===== src/rtl/piece_drop_ctrl.sv =====
// -----------------------------------------------------------------------------
// piece_drop_ctrl
//
// Game-side responder to the main game FSM. It tracks the row of the falling
// piece, runs the gravity drop timer, and reports lock ("placed") and spawn
// collision ("game_over") back to the main FSM. Board occupancy is evaluated
// elsewhere; this block only sees the two collision flags.
//
// Parameters:
//   ROWS        number of playfield rows; piece_row runs 0..ROWS-1
//   ROW_W       width of piece_row (2**ROW_W >= ROWS)
//   DROP_TICKS  in_clka cycles of FALL per gravity step (>= 2)
//
// Ports:
//   in_clka        in   1      system clock, rising edge
//   restart_n      in   1      asynchronous active-low reset
//   state          in   3      main FSM state code (0 IDLE, 1 SPAWN, 2 FALL,
//                              3 PLACE, 4 GAME_OVER; 5-7 behave as IDLE)
//   blocked_below  in   1      piece cannot move down from current row
//   spawn_blocked  in   1      spawn position (row 0) is occupied
//   piece_row      out  ROW_W  current row of the falling piece
//   drop_en        out  1      one-cycle pulse, same cycle piece_row increments
//   placed         out  1      one-cycle pulse when the piece locks
//   game_over      out  1      sticky level: spawn collided
// -----------------------------------------------------------------------------
module piece_drop_ctrl #(
  parameter int unsigned ROWS       = 16,
  parameter int unsigned ROW_W      = 4,
  parameter int unsigned DROP_TICKS = 8
) (
  input  logic             in_clka,
  input  logic             restart_n,
  input  logic [2:0]       state,
  input  logic             blocked_below,
  input  logic             spawn_blocked,
  output logic [ROW_W-1:0] piece_row,
  output logic             drop_en,
  output logic             placed,
  output logic             game_over
);

  localparam int unsigned TMR_W = (DROP_TICKS > 1) ? $clog2(DROP_TICKS) : 1;
  localparam logic [ROW_W-1:0] LAST_ROW  = ROW_W'(ROWS - 1);
  localparam logic [TMR_W-1:0] LAST_TICK = TMR_W'(DROP_TICKS - 1);

  // Main FSM state codes as seen on the state input.
  typedef enum logic [2:0] {
    CMD_IDLE  = 3'd0,
    CMD_SPAWN = 3'd1,
    CMD_FALL  = 3'd2,
    CMD_PLACE = 3'd3,
    CMD_OVER  = 3'd4
  } cmd_e;

  typedef enum logic [2:0] {
    P_IDLE,
    P_CHK,
    P_FALL,
    P_LOCK,
    P_WAIT,
    P_DONE
  } pstate_e;

  cmd_e             cmd;
  pstate_e          pstate_q, pstate_d;
  logic [ROW_W-1:0] row_q,    row_d;
  logic [TMR_W-1:0] timer_q,  timer_d;
  logic             drop_q,   drop_d;
  logic             placed_q, placed_d;
  logic             over_q,   over_d;
  logic             tick;

  // Unused codes 5-7 fold onto IDLE so they hit the global override.
  always_comb begin
    cmd = CMD_IDLE;
    if (state <= 3'd4) begin
      cmd = cmd_e'(state);
    end
  end

  assign tick = (timer_q == LAST_TICK);

  always_ff @(posedge in_clka or negedge restart_n) begin
    if (!restart_n) begin
      pstate_q <= P_IDLE;
      row_q    <= '0;
      timer_q  <= '0;
      drop_q   <= 1'b0;
      placed_q <= 1'b0;
      over_q   <= 1'b0;
    end else begin
      pstate_q <= pstate_d;
      row_q    <= row_d;
      timer_q  <= timer_d;
      drop_q   <= drop_d;
      placed_q <= placed_d;
      over_q   <= over_d;
    end
  end

  // drop_en and placed are registered pulses: they are raised on the edge
  // that performs the row increment / the transition into P_LOCK, so each is
  // high exactly while the corresponding new state is visible.
  always_comb begin
    pstate_d = pstate_q;
    row_d    = row_q;
    timer_d  = timer_q;
    drop_d   = 1'b0;
    placed_d = 1'b0;
    over_d   = over_q;

    if (cmd == CMD_IDLE) begin
      pstate_d = P_IDLE;
      row_d    = '0;
      timer_d  = '0;
      over_d   = 1'b0;
    end else begin
      case (pstate_q)
        P_IDLE: begin
          if (cmd == CMD_SPAWN) begin
            pstate_d = P_CHK;
            row_d    = '0;
            timer_d  = '0;
          end
        end

        P_CHK: begin
          if (spawn_blocked) begin
            pstate_d = P_DONE;
            over_d   = 1'b1;
          end else begin
            pstate_d = P_FALL;
          end
        end

        P_FALL: begin
          if (cmd == CMD_OVER) begin
            pstate_d = P_DONE;
          end else if (cmd == CMD_FALL) begin
            if (tick) begin
              timer_d = '0;
              if (blocked_below || (row_q == LAST_ROW)) begin
                pstate_d = P_LOCK;
                placed_d = 1'b1;
              end else begin
                row_d  = row_q + 1'b1;
                drop_d = 1'b1;
              end
            end else begin
              timer_d = timer_q + 1'b1;
            end
          end
          // SPAWN / PLACE codes while falling: hold row and timer.
        end

        P_LOCK: begin
          pstate_d = P_WAIT;
        end

        P_WAIT: begin
          if (cmd == CMD_PLACE) begin
            pstate_d = P_IDLE;
          end else if (cmd == CMD_SPAWN) begin
            pstate_d = P_CHK;
            row_d    = '0;
            timer_d  = '0;
          end
        end

        P_DONE: begin
          // Sticky until state 0 or reset.
        end

        default: begin
          pstate_d = P_IDLE;
          row_d    = '0;
          timer_d  = '0;
        end
      endcase
    end
  end

  assign piece_row = row_q;
  assign drop_en   = drop_q;
  assign placed    = placed_q;
  assign game_over = over_q;

endmodule


===== config.mk =====
export PLATFORM = sky130hd
export DESIGN_NAME = piece_drop_ctrl
export DESIGN_NICKNAME = d
export VERILOG_FILES = /design/src/rtl/piece_drop_ctrl.sv
export SDC_FILE = /design/constraint.sdc
export NUM_CORES = 1
export LEC_CHECK = 0
export BUFFER_PORTS_ARGS = -buffer_cell sky130_fd_sc_hd__buf_2
export CORE_ASPECT_RATIO = 1.4
export CORE_MARGIN = 3
export CORE_UTILIZATION = 45
export CTS_BUF_LIST = sky130_fd_sc_hd__clkbuf_4 sky130_fd_sc_hd__clkbuf_8
export CTS_CLUSTER_DIAMETER = 200
export DETAILED_ROUTE_END_ITERATION = 16
export GPL_TIMING_DRIVEN = 1
export MAX_ROUTING_LAYER = met4
export PLACE_DENSITY_LB_ADDON = 0.08
export SLEW_MARGIN = 20
export SYNTH_ARGS = -nofsm -noshare
export SYNTH_HDL_FRONTEND = slang
export SYNTH_SLANG_ARGS = --single-unit

===== constraint.sdc =====
create_clock -name in_clka -period 4.2 [get_ports in_clka]
set_clock_uncertainty 0.05 [all_clocks]
set_input_delay 0.21 -clock in_clka [delete_from_list [all_inputs] [get_ports in_clka]]
set_output_delay 0.21 -clock in_clka [all_outputs]
set_load 0.03 [all_outputs]

==> impl_metrics.py, run 1 <==
metrics = {
    "timing": {
        "fin_ws_ns": 2.531,
        "fin_crit_sh_pct": 39.75,
        "maxSlewHeadroom_pct": 67.73,
        "min_period_ns": 1.669,
        "setup_viol": 0,
        "slew_violations": 0,
        "fin_setup_tns_ns": 0,
        "worstMarginPinSlew_ns": 0.4808,
        "max_freq_mhz": 599.0,
        "rsz0062_at_grt": "false",
        "final-hold-violation-count": 0,
    },
    "placed_design": {
        "dpl_worst_slack_ns": 2.562,
        "port_buffers": 13,
        "dp_hpwl_mm": 1.521,
        "gp_congestion": 0.8736,
    },
    "clock_network": {
        "cts_tree": "built",
        "post_cts_buffers": 0,
        "postCtsHoldBufs": 1,
        "cts_resized": 0,
        "numClockSinks": 13,
        "htreeDepth": 1,
        "clk_latency_ns": 0.29,
        "clk_pin_slew_ns": 0.10,
        "clockBufferDepth": 2,
        "ctsRootBufferMaster": "clkbuf_4",
        "numCtsBuffers": 3,
    },
    "critical_path": {
        "worstPathCellList": "ha_1 > a31oi_1 > nand2_1 > nor3_1 > a22o_1",
        "cpPeakStageDelay_ns": 0.42,
        "crit_type": "reg2reg",
        "slowest_stage": "dfrtp_1",
        "cp_num_buf_inv": 0,
        "critPathTopFamily": "compound AO/OA/AOI/OAI gates",
        "required_ns": 4.36,
        "worstPathArrival_ns": 1.83,
        "cp-end-kind": "register",
        "critPathLaunchType": "register",
        "critPathMaxFanout": 4,
    },
    "floorplanning": {
        "die_h_um": 59.56,
        "dieWidth_um": 44.26,
        "placementRows": 18,
        "die-area_um2": 2636,
        "start_util_pct": 49.93,
        "num_io_pins": 14,
        "core-area_um2": 1847,
    },
    "power_and_ir_drop": {
        "vdd_drop_max_mv": 0.1681,
        "p_leak_nw": 0.4383,
        "power.total_mw": 0.2773,
        "power_density_nw_per_um2": 276.7,
    },
    "yosys": {
        "ys_async_sr_fraction_pct": 100.0,
        "ys_warn_count": 0,
        "ys_seq_area_share_pct": 35.28,
        "syn_area_per_cell_um2": 9.314,
        "synth_cell_types": 41,
        "synth_area_um2": 922.1,
        "synth-seq-cells": 13,
        "synth_cells": 99,
        "synth-main-ff-cell": "dfrtp_1",
        "syn_nets": 109,
        "synth-edff-count": 0,
    },
    "grt": {
        "grt_pass1_wl_mm": 3.367,
        "grt_pass1_vias": 778,
        "grt_remaining_overflow": 0,
        "grtUsageTotal_pct": 18.11,
        "antenna_found_initial": 0,
        "grt_max_degree": 14,
    },
    "route": {
        "drt_iter0_drc": 22,
        "num_vias": 798,
        "drtAntennaViolNets": 0,
        "drcViolationCount": 0,
        "drtPass1Iterations": 4,
        "via_per_inst": 6.138,
        "wl_mm": 1.974,
        "routedWlPerCell_um": 15.18,
    },
    "run": {
        "maxCapViolations": 0,
    },
    "layout": {
        "diodes": 0,
        "layout_common_cells": "dfrtp_1 (13), buf_2 (13), nor2_1 (9), nor2b_1 (6), inv_1 (6)",
        "nNetsFinal": 121,
        "fillCellCount": 176,
        "areaGrowthSynthToFinish_pct": 8.684,
        "drive_gt1_share_pct": 25.45,
    },
    "outcome": {
        "status": "complete, no violations",
    },
    "min_path": {
        "min_path_type": "in2reg",
    },
}
==> report_power, final <==
part / total [mW] / switching (mW) / internal [mW]
Combinational: 0.0533 / 0.0313 / 0.0221
Sequential: 0.136 / 0.00730 / 0.129
Clock: 0.0879 / 0.0446 / 0.0433
Total: 0.277 / 0.0832 / 0.194
==> path summary, 6_finish.rpt <==
check	start	endpoint	slack, ns	cells past startpoint
worst min-delay path	blocked_below	drop_en$_DFF_PN0_	0.19	3
worst max register to register	piece_row[0]$_DFFE_PN0P_	piece_row[3]$_DFFE_PN0P_	2.53	5
worst min register to register	timer_q[1]$_DFFE_PN0P_	timer_q[1]$_DFFE_PN0P_	0.48	2
worst max-delay path	piece_row[0]$_DFFE_PN0P_	piece_row[3]$_DFFE_PN0P_	2.53	5
max in group asynchronous	restart_n	drop_en$_DFF_PN0_	3.57	2
min in group asynchronous	restart_n	piece_row[2]$_DFFE_PN0P_	0.28	2
==> sequential cells by signal, indices dropped and copies added (netlist names) <==
signal	count
piece_row	4
pstate_q	3
timer_q	3
drop_en	1
game_over	1
placed	1
==> area by class of cell <==
type | instances | area [um2] | area share [%]
Timing Repair Buffer | 14 | 75.07 | 7.491
Multi-Input combinational cell | 73 | 524.3 | 52.31
Inverter | 6 | 22.52 | 2.247
Tap cell | 20 | 25.02 | 2.497
Clock buffer | 4 | 30.03 | 2.996
Sequential cell | 13 | 325.3 | 32.46
==> routing by layer <==
layer | global-route usage [%] | up-vias | wire (um)
met5 | - | - | 0
met4 | 9.483 | 0 | 25
met3 | 2.432 | 4 | 67
met2 | 30.42 | 19 | 1074
met1 | 20.45 | 382 | 806
li1 | - | 393 | -
==> cell families (layout without fill, tap and decap cells) <==
group                    count (synthesis)  count (layout)  share of synthesized area [%]
buffers and inverters                   13              24                          7.870
adder cells (fa/ha/maj)                  3               3                          4.071
flip-flops                              13              13                          35.28
XOR/XNOR                                 1               1                         0.9500
AO/OA/AOI/OAI                           33              33                          29.17
AND/OR/NAND/NOR                         36              36                          22.66
==> cells in the mapped netlist, drive strengths merged, types with 3 or more instances <==
cell type / instances / area share (%)
a22oi: 4 / 5.3
a31oi: 3 / 2.0
buf: 7 / 5.4
dfrtp: 13 / 35
ha: 3 / 4.1
inv: 6 / 2.4
nand2: 3 / 1.2
nand3: 5 / 2.7
nor2: 9 / 3.7
nor2b: 6 / 4.1
nor3: 4 / 2.2
o2111ai: 3 / 2.8
o21ai: 7 / 4.6
==> worst register-to-register path: stages (launching register included) <==
cell	delay [ns]
dfrtp_1	0.42
ha_1	0.26
a31oi_1	0.33
nand2_1	0.18
nor3_1	0.21
a22o_1	0.15
==> through the flow <==
step / instances / hold slack [ns] / util, % / area, um2
after floorplan: 99 / -0.1356 / - / 922.1
final: 130 / 0.1882 / 54.27 / 1002
after global routing: 130 / 0.1917 / 54.27 / 1002
after CTS: 130 / 0.1818 / 54.27 / 1002
after detailed placement: 125 / 0.06866 / 52.10 / 962.2
after global placement: 125 / 0.06555 / 52.10 / 962.2
No activity file was read; power rests on OpenSTA's default activity.
==> run 2: changes to the inputs <==
clock period = 1.45 ns   (was 4.2 ns; I/O delays follow)
==> impl_metrics.py, run 2 (synthesis results as in run 1) <==
metrics = {
    "floorplanning": {
        "num_io_pins": 14,
        "core-area_um2": 1847,
        "die_h_um": 59.56,
        "start_util_pct": 49.93,
        "dieWidth_um": 44.26,
        "placementRows": 18,
        "die-area_um2": 2636,
    },
    "clock_network": {
        "numClockSinks": 13,
        "numCtsBuffers": 3,
        "htreeDepth": 1,
        "clockBufferDepth": 2,
        "clk_latency_ns": 0.30,
        "clk_pin_slew_ns": 0.09,
        "ctsRootBufferMaster": "clkbuf_4",
        "cts_tree": "built",
    },
    "layout": {
        "layout_common_cells": "buf_2 (13), buf_4 (12), dfrtp_1 (10), nor2_1 (8), nor2b_1 (6)",
        "areaGrowthSynthToFinish_pct": 30.39,
        "drive_gt1_share_pct": 44.72,
        "diodes": 0,
        "final_common_cell": "buf_2",
        "design_area_um2": 1202,
        "largest_register_ffs": 4,
        "nNetsFinal": 134,
    },
    "timing": {
        "setup_viol": 0,
        "slew_violations": 0,
        "final-hold-violation-count": 0,
        "maxSlewHeadroom_pct": 78.12,
        "max_freq_mhz": 697.0,
        "worstMarginPinSlew_ns": 0.3274,
        "rsz0062_at_grt": "true",
        "fin_crit_sh_pct": 98.95,
        "min_period_ns": 1.435,
    },
    "placed_design": {
        "gp_congestion": 0.8046,
        "dp_hpwl_mm": 1.720,
        "place_area_um2": 1092,
        "port_buffers": 13,
    },
    "power_and_ir_drop": {
        "internal_power_mw": 0.5718,
        "switchingPower_mw": 0.2762,
        "p_seq_share_pct": 45.3,
        "power.total_mw": 0.8479,
        "comb_power_share_pct": 25.3,
        "p_sw_share_pct": 32.57,
        "p_leak_nw": 0.5062,
        "vdd_drop_max_mv": 0.4957,
        "power_density_nw_per_um2": 705.2,
        "clkPwrFrac_pct": 29.4,
    },
    "critical_path": {
        "worstPathCellList": "nor3_1 > o21a_1 > buf_4 > o2111ai_1 > o21ai_2",
        "rr_worst_depth": 5,
        "worstPathArrival_ns": 1.61,
        "cp-end-kind": "register",
        "cpPeakStageDelay_ns": 0.43,
        "crit_type": "reg2reg",
        "critPathMaxFanout": 5,
        "critPathLaunchType": "register",
        "required_ns": 1.63,
        "slowest_stage": "dfrtp_1",
    },
    "grt": {
        "grt_pass1_wl_mm": 3.781,
        "grt_max_degree": 14,
        "antenna_found_initial": 0,
        "grt_pass1_vias": 839,
        "grtUsageTotal_pct": 19.96,
        "grt_remaining_overflow": 0,
    },
    "route": {
        "num_vias": 895,
        "drtPass1Iterations": 5,
        "routedWlPerCell_um": 16.00,
        "wl_mm": 2.288,
        "drcViolationCount": 0,
        "via_per_inst": 6.259,
        "drt_iter0_drc": 35,
        "drtAntennaViolNets": 0,
    },
    "outcome": {
        "status": "complete, no violations",
    },
    "min_path": {
        "whs_path_depth": 3,
        "min_path_type": "in2reg",
    },
    "run": {
        "maxCapViolations": 0,
    },
}
==> run 2: timing repair <==
item | 4_1_cts | 5_1_grt
pin swaps | 0 | 3
hold buffers | 1 | 0
resized for setup | 5 | 9
buffers inserted | 0 | 1
endpoints found under the hold margin | 13 | 0
endpoints found under the setup margin | 6 | 8
==> run 2: path summary, 6_finish.rpt <==
kind	startpoint	end	slack, ns
setup / recovery	pstate_q[1]$_DFFE_PN0P_	piece_row[0]$_DFFE_PN0P_	0.02
hold / removal	blocked_below	drop_en$_DFF_PN0_	0.05
setup reg to reg	pstate_q[1]$_DFFE_PN0P_	piece_row[0]$_DFFE_PN0P_	0.02
hold reg to reg	game_over$_DFFE_PN0P_	game_over$_DFFE_PN0P_	0.48
max in group asynchronous	restart_n	pstate_q[2]$_DFFE_PN0P_	0.97
min in group asynchronous	restart_n	timer_q[0]$_DFFE_PN0P_	0.13
==> run 2: metrics by stage <==
step | utilization [%] | TNS [ns] | hold WS (ns) | worst slack (ns) | std cells
after floorplan | - | 0 | -0.2731 | 0.008621 | 99
after global placement | 59.15 | -0.05595 | -0.07323 | -0.04084 | 137
after detailed placement | 59.15 | -0.06826 | -0.06582 | -0.06001 | 137
after CTS | 62.20 | -0.0007964 | 0.04217 | -0.0007964 | 142
after global routing | 65.11 | -0.2288 | 0.06064 | -0.03931 | 143
final | 65.11 | 0 | 0.04818 | 0.01529 | 143
==> run 2: area by class of cell <==
| class | instances | area, um2 |
|---|---|---|
| Fill cell | 153 | 644.4 |
| Multi-Input combinational cell | 73 | 621.8 |
| Sequential cell | 13 | 329.1 |
| Timing Repair Buffer | 27 | 176.4 |
| Tap cell | 20 | 25.02 |
| Clock buffer | 3 | 22.52 |
| Inverter | 6 | 22.52 |
| Clock inverter | 1 | 5.005 |
==> run 2: power groups by stage <==
stage	Sequential (mW)	Clock [mW]	Combinational (mW)
after CTS	0.383	0.257	0.199
after floorplan	0.391	0	0.135
after detailed placement	0.390	0	0.193
after global placement	0.390	0	0.190
final	0.384	0.249	0.214
after global routing	0.386	0.269	0.232
==> run 2: layer usage <==
| metal | wire length, um | up-vias | part of all wire, % | global-route usage, % |
|---|---|---|---|---|
| li1 | - | 421 | - | - |
| met2 | 1174 | 29 | 51 | 32.71 |
| met3 | 70 | 7 | 3.1 | 3.040 |
| met4 | 68 | 0 | 3.0 | 9.483 |
| met5 | 0 | - | 0 | - |
| met1 | 975 | 438 | 43 | 23.50 |
==> run 2: worst max-delay path, delay by kind of cell (launching register included) <==
kind	cells	cell delay [ns]
and+or+nand+nor	1	0.31
buffers and inverters	1	0.14
DFF	1	0.43
AOI/OAI and AO/OA	3	0.43
==> run 3: changes to the inputs <==
GPL_ROUTABILITY_DRIVEN = 0   (was default)
REMOVE_ABC_BUFFERS = 1   (was default)
clock period = 1.25 ns   (was 1.45 ns; I/O delays follow)
==> impl_metrics.py, run 3 (synthesis results as in run 1) <==
metrics = {
    "floorplanning": {
        "dieWidth_um": 44.26,
        "placementRows": 18,
        "num_io_pins": 14,
        "die-area_um2": 2636,
        "start_util_pct": 49.93,
        "core-area_um2": 1847,
        "die_h_um": 59.56,
    },
    "layout": {
        "drive_gt1_share_pct": 61.15,
        "fillCellCount": 136,
        "diodes": 0,
        "multi_input_area_um2": 675.6,
        "largest_register_ffs": 4,
        "areaGrowthSynthToFinish_pct": 50.61,
        "final_common_cell": "buf_4",
        "regArea_um2": 329.1,
        "nNetsFinal": 150,
        "layout_common_cells": "buf_4 (27), buf_2 (12), dfrtp_1 (10), nor2_1 (7)",
        "design_area_um2": 1389,
    },
    "power_and_ir_drop": {
        "internal_power_mw": 0.7274,
        "clkPwrFrac_pct": 28.2,
        "vdd_drop_max_mv": 0.6545,
        "power_density_nw_per_um2": 768.5,
        "switchingPower_mw": 0.3399,
        "p_sw_share_pct": 31.85,
        "comb_power_share_pct": 29.4,
        "p_seq_share_pct": 42.4,
        "power.total_mw": 1.067,
        "p_leak_nw": 0.5984,
    },
    "critical_path": {
        "cpPeakStageDelay_ns": 0.46,
        "slowest_stage": "dfrtp_2",
        "worstPathArrival_ns": 1.63,
        "required_ns": 1.37,
        "critPathMaxFanout": 4,
        "critPathLaunchType": "register",
        "cp-end-kind": "register",
        "crit_type": "reg2reg",
        "worstPathCellList": "nand3b_1 > o211a_4 > a22oi_2 > o21ai_1",
    },
    "timing": {
        "maxSlewHeadroom_pct": 77.36,
        "max_freq_mhz": 664.5,
        "slew_violations": 0,
        "fin_crit_sh_pct": 120.4,
        "fin_setup_tns_ns": -1.907,
        "setup_viol": 11,
        "worstMarginPinSlew_ns": 0.3360,
        "fin_ws_ns": -0.2549,
        "rsz0062_at_grt": "true",
        "final-hold-violation-count": 0,
        "hold_ws_ns": 0.1059,
        "min_period_ns": 1.505,
    },
    "placed_design": {
        "place_area_um2": 1142,
        "port_buffers": 13,
        "dp_hpwl_mm": 1.886,
    },
    "grt": {
        "grt_pass1_wl_mm": 4.195,
        "grtUsageTotal_pct": 22.40,
        "grt_max_degree": 14,
        "grt_remaining_overflow": 0,
        "grt_pass1_vias": 968,
        "antenna_found_initial": 0,
    },
    "clock_network": {
        "cts_tree": "built",
        "ctsRootBufferMaster": "clkbuf_4",
        "numCtsBuffers": 3,
        "clk_pin_slew_ns": 0.09,
        "numClockSinks": 13,
        "clockBufferDepth": 2,
        "clk_latency_ns": 0.28,
        "htreeDepth": 1,
    },
    "route": {
        "routedWlPerCell_um": 16.89,
        "wl_mm": 2.685,
        "num_vias": 963,
        "drt_iter0_drc": 19,
        "via_per_inst": 6.057,
        "drtPass1Iterations": 4,
        "drtAntennaViolNets": 0,
        "drcViolationCount": 0,
    },
    "run": {
        "maxCapViolations": 0,
    },
    "outcome": {
        "status": "complete, but fails checks",
        "violations": "setup timing",
    },
    "min_path": {
        "min_path_type": "in2reg",
    },
}
[run 3: cell count changes in the layout (fill, tap and decap cells not counted), moves of 2 or more]
cell / previous run / this run
ha_2: 0 / 2
buf_4: 12 / 27
a2bb2oi_1: 2 / 0
buf_6: 1 / 3
nand3_1: 5 / 3
a2bb2oi_2: 0 / 2
nand3_2: 0 / 2
o21ai_0: 3 / 1
[run 3: layout make-up]
class / count / share of cell area [%]
Tap cell: 20 / 1.802
Multi-Input combinational cell: 73 / 48.65
Sequential cell: 13 / 23.69
Timing Repair Buffer: 43 / 22.07
Clock buffer: 4 / 2.162
Inverter: 6 / 1.622
[run 3: path summary, 6_finish.rpt]
| check | from | endpoint | slack [ns] | cells past startpoint |
|---|---|---|---|---|
| min | spawn_blocked | pstate_q[2]$_DFFE_PN0P_ | 0.11 | 3 |
| min reg2reg | pstate_q[2]$_DFFE_PN0P_ | pstate_q[1]$_DFFE_PN0P_ | 0.48 | 1 |
| max in group asynchronous | restart_n | pstate_q[1]$_DFFE_PN0P_ | 0.74 | 2 |
| max reg2reg | pstate_q[0]$_DFFE_PN0P_ | piece_row[2]$_DFFE_PN0P_ | -0.25 | 4 |
| min in group asynchronous | restart_n | piece_row[2]$_DFFE_PN0P_ | 0.15 | 2 |
| max | pstate_q[0]$_DFFE_PN0P_ | piece_row[2]$_DFFE_PN0P_ | -0.25 | 4 |
[run 3: critical path: cells and delay by family (launching register included)]
kind | cells | cell delay (ns)
AOI/OAI and AO/OA | 3 | 0.63
DFF | 1 | 0.46
and+or+nand+nor | 1 | 0.26
[run 3: stage by stage]
stage	instances	setup WS, ns	utilization, %
detailed placement	149	-0.2777	61.86
CTS	157	-0.2151	70.19
floorplan	92	-0.3601	-
global placement	149	-0.2334	61.86
global route	159	-0.2966	75.20
finish	159	-0.2549	75.20
[run 3: what timing repair did]
action / CTS / global route
setup buffers: 3 / 2
hold endpoints to repair: 13 / 0
resized for setup: 20 / 22
hold buffers: 1 / 0
pin swaps: 5 / 5
endpoints found under the setup margin: 11 / 13
[run 3: per-layer routing]
layer | vias to the layer above | global-route usage [%] | routed length, um
met5 | - | - | 0
met2 | 34 | 40.00 | 1470
met1 | 462 | 23.18 | 1013
li1 | 456 | - | -
met4 | 0 | 11.21 | 95
met3 | 11 | 3.343 | 104
[run 3: power by group through the flow]
stage	Clock (mW)	Sequential (mW)	Combinational, mW
after detailed placement	0	0.455	0.248
after global placement	0	0.454	0.244
after floorplan	0	0.466	0.115
after global routing	0.323	0.454	0.335
final	0.301	0.453	0.314
after CTS	0.299	0.448	0.275
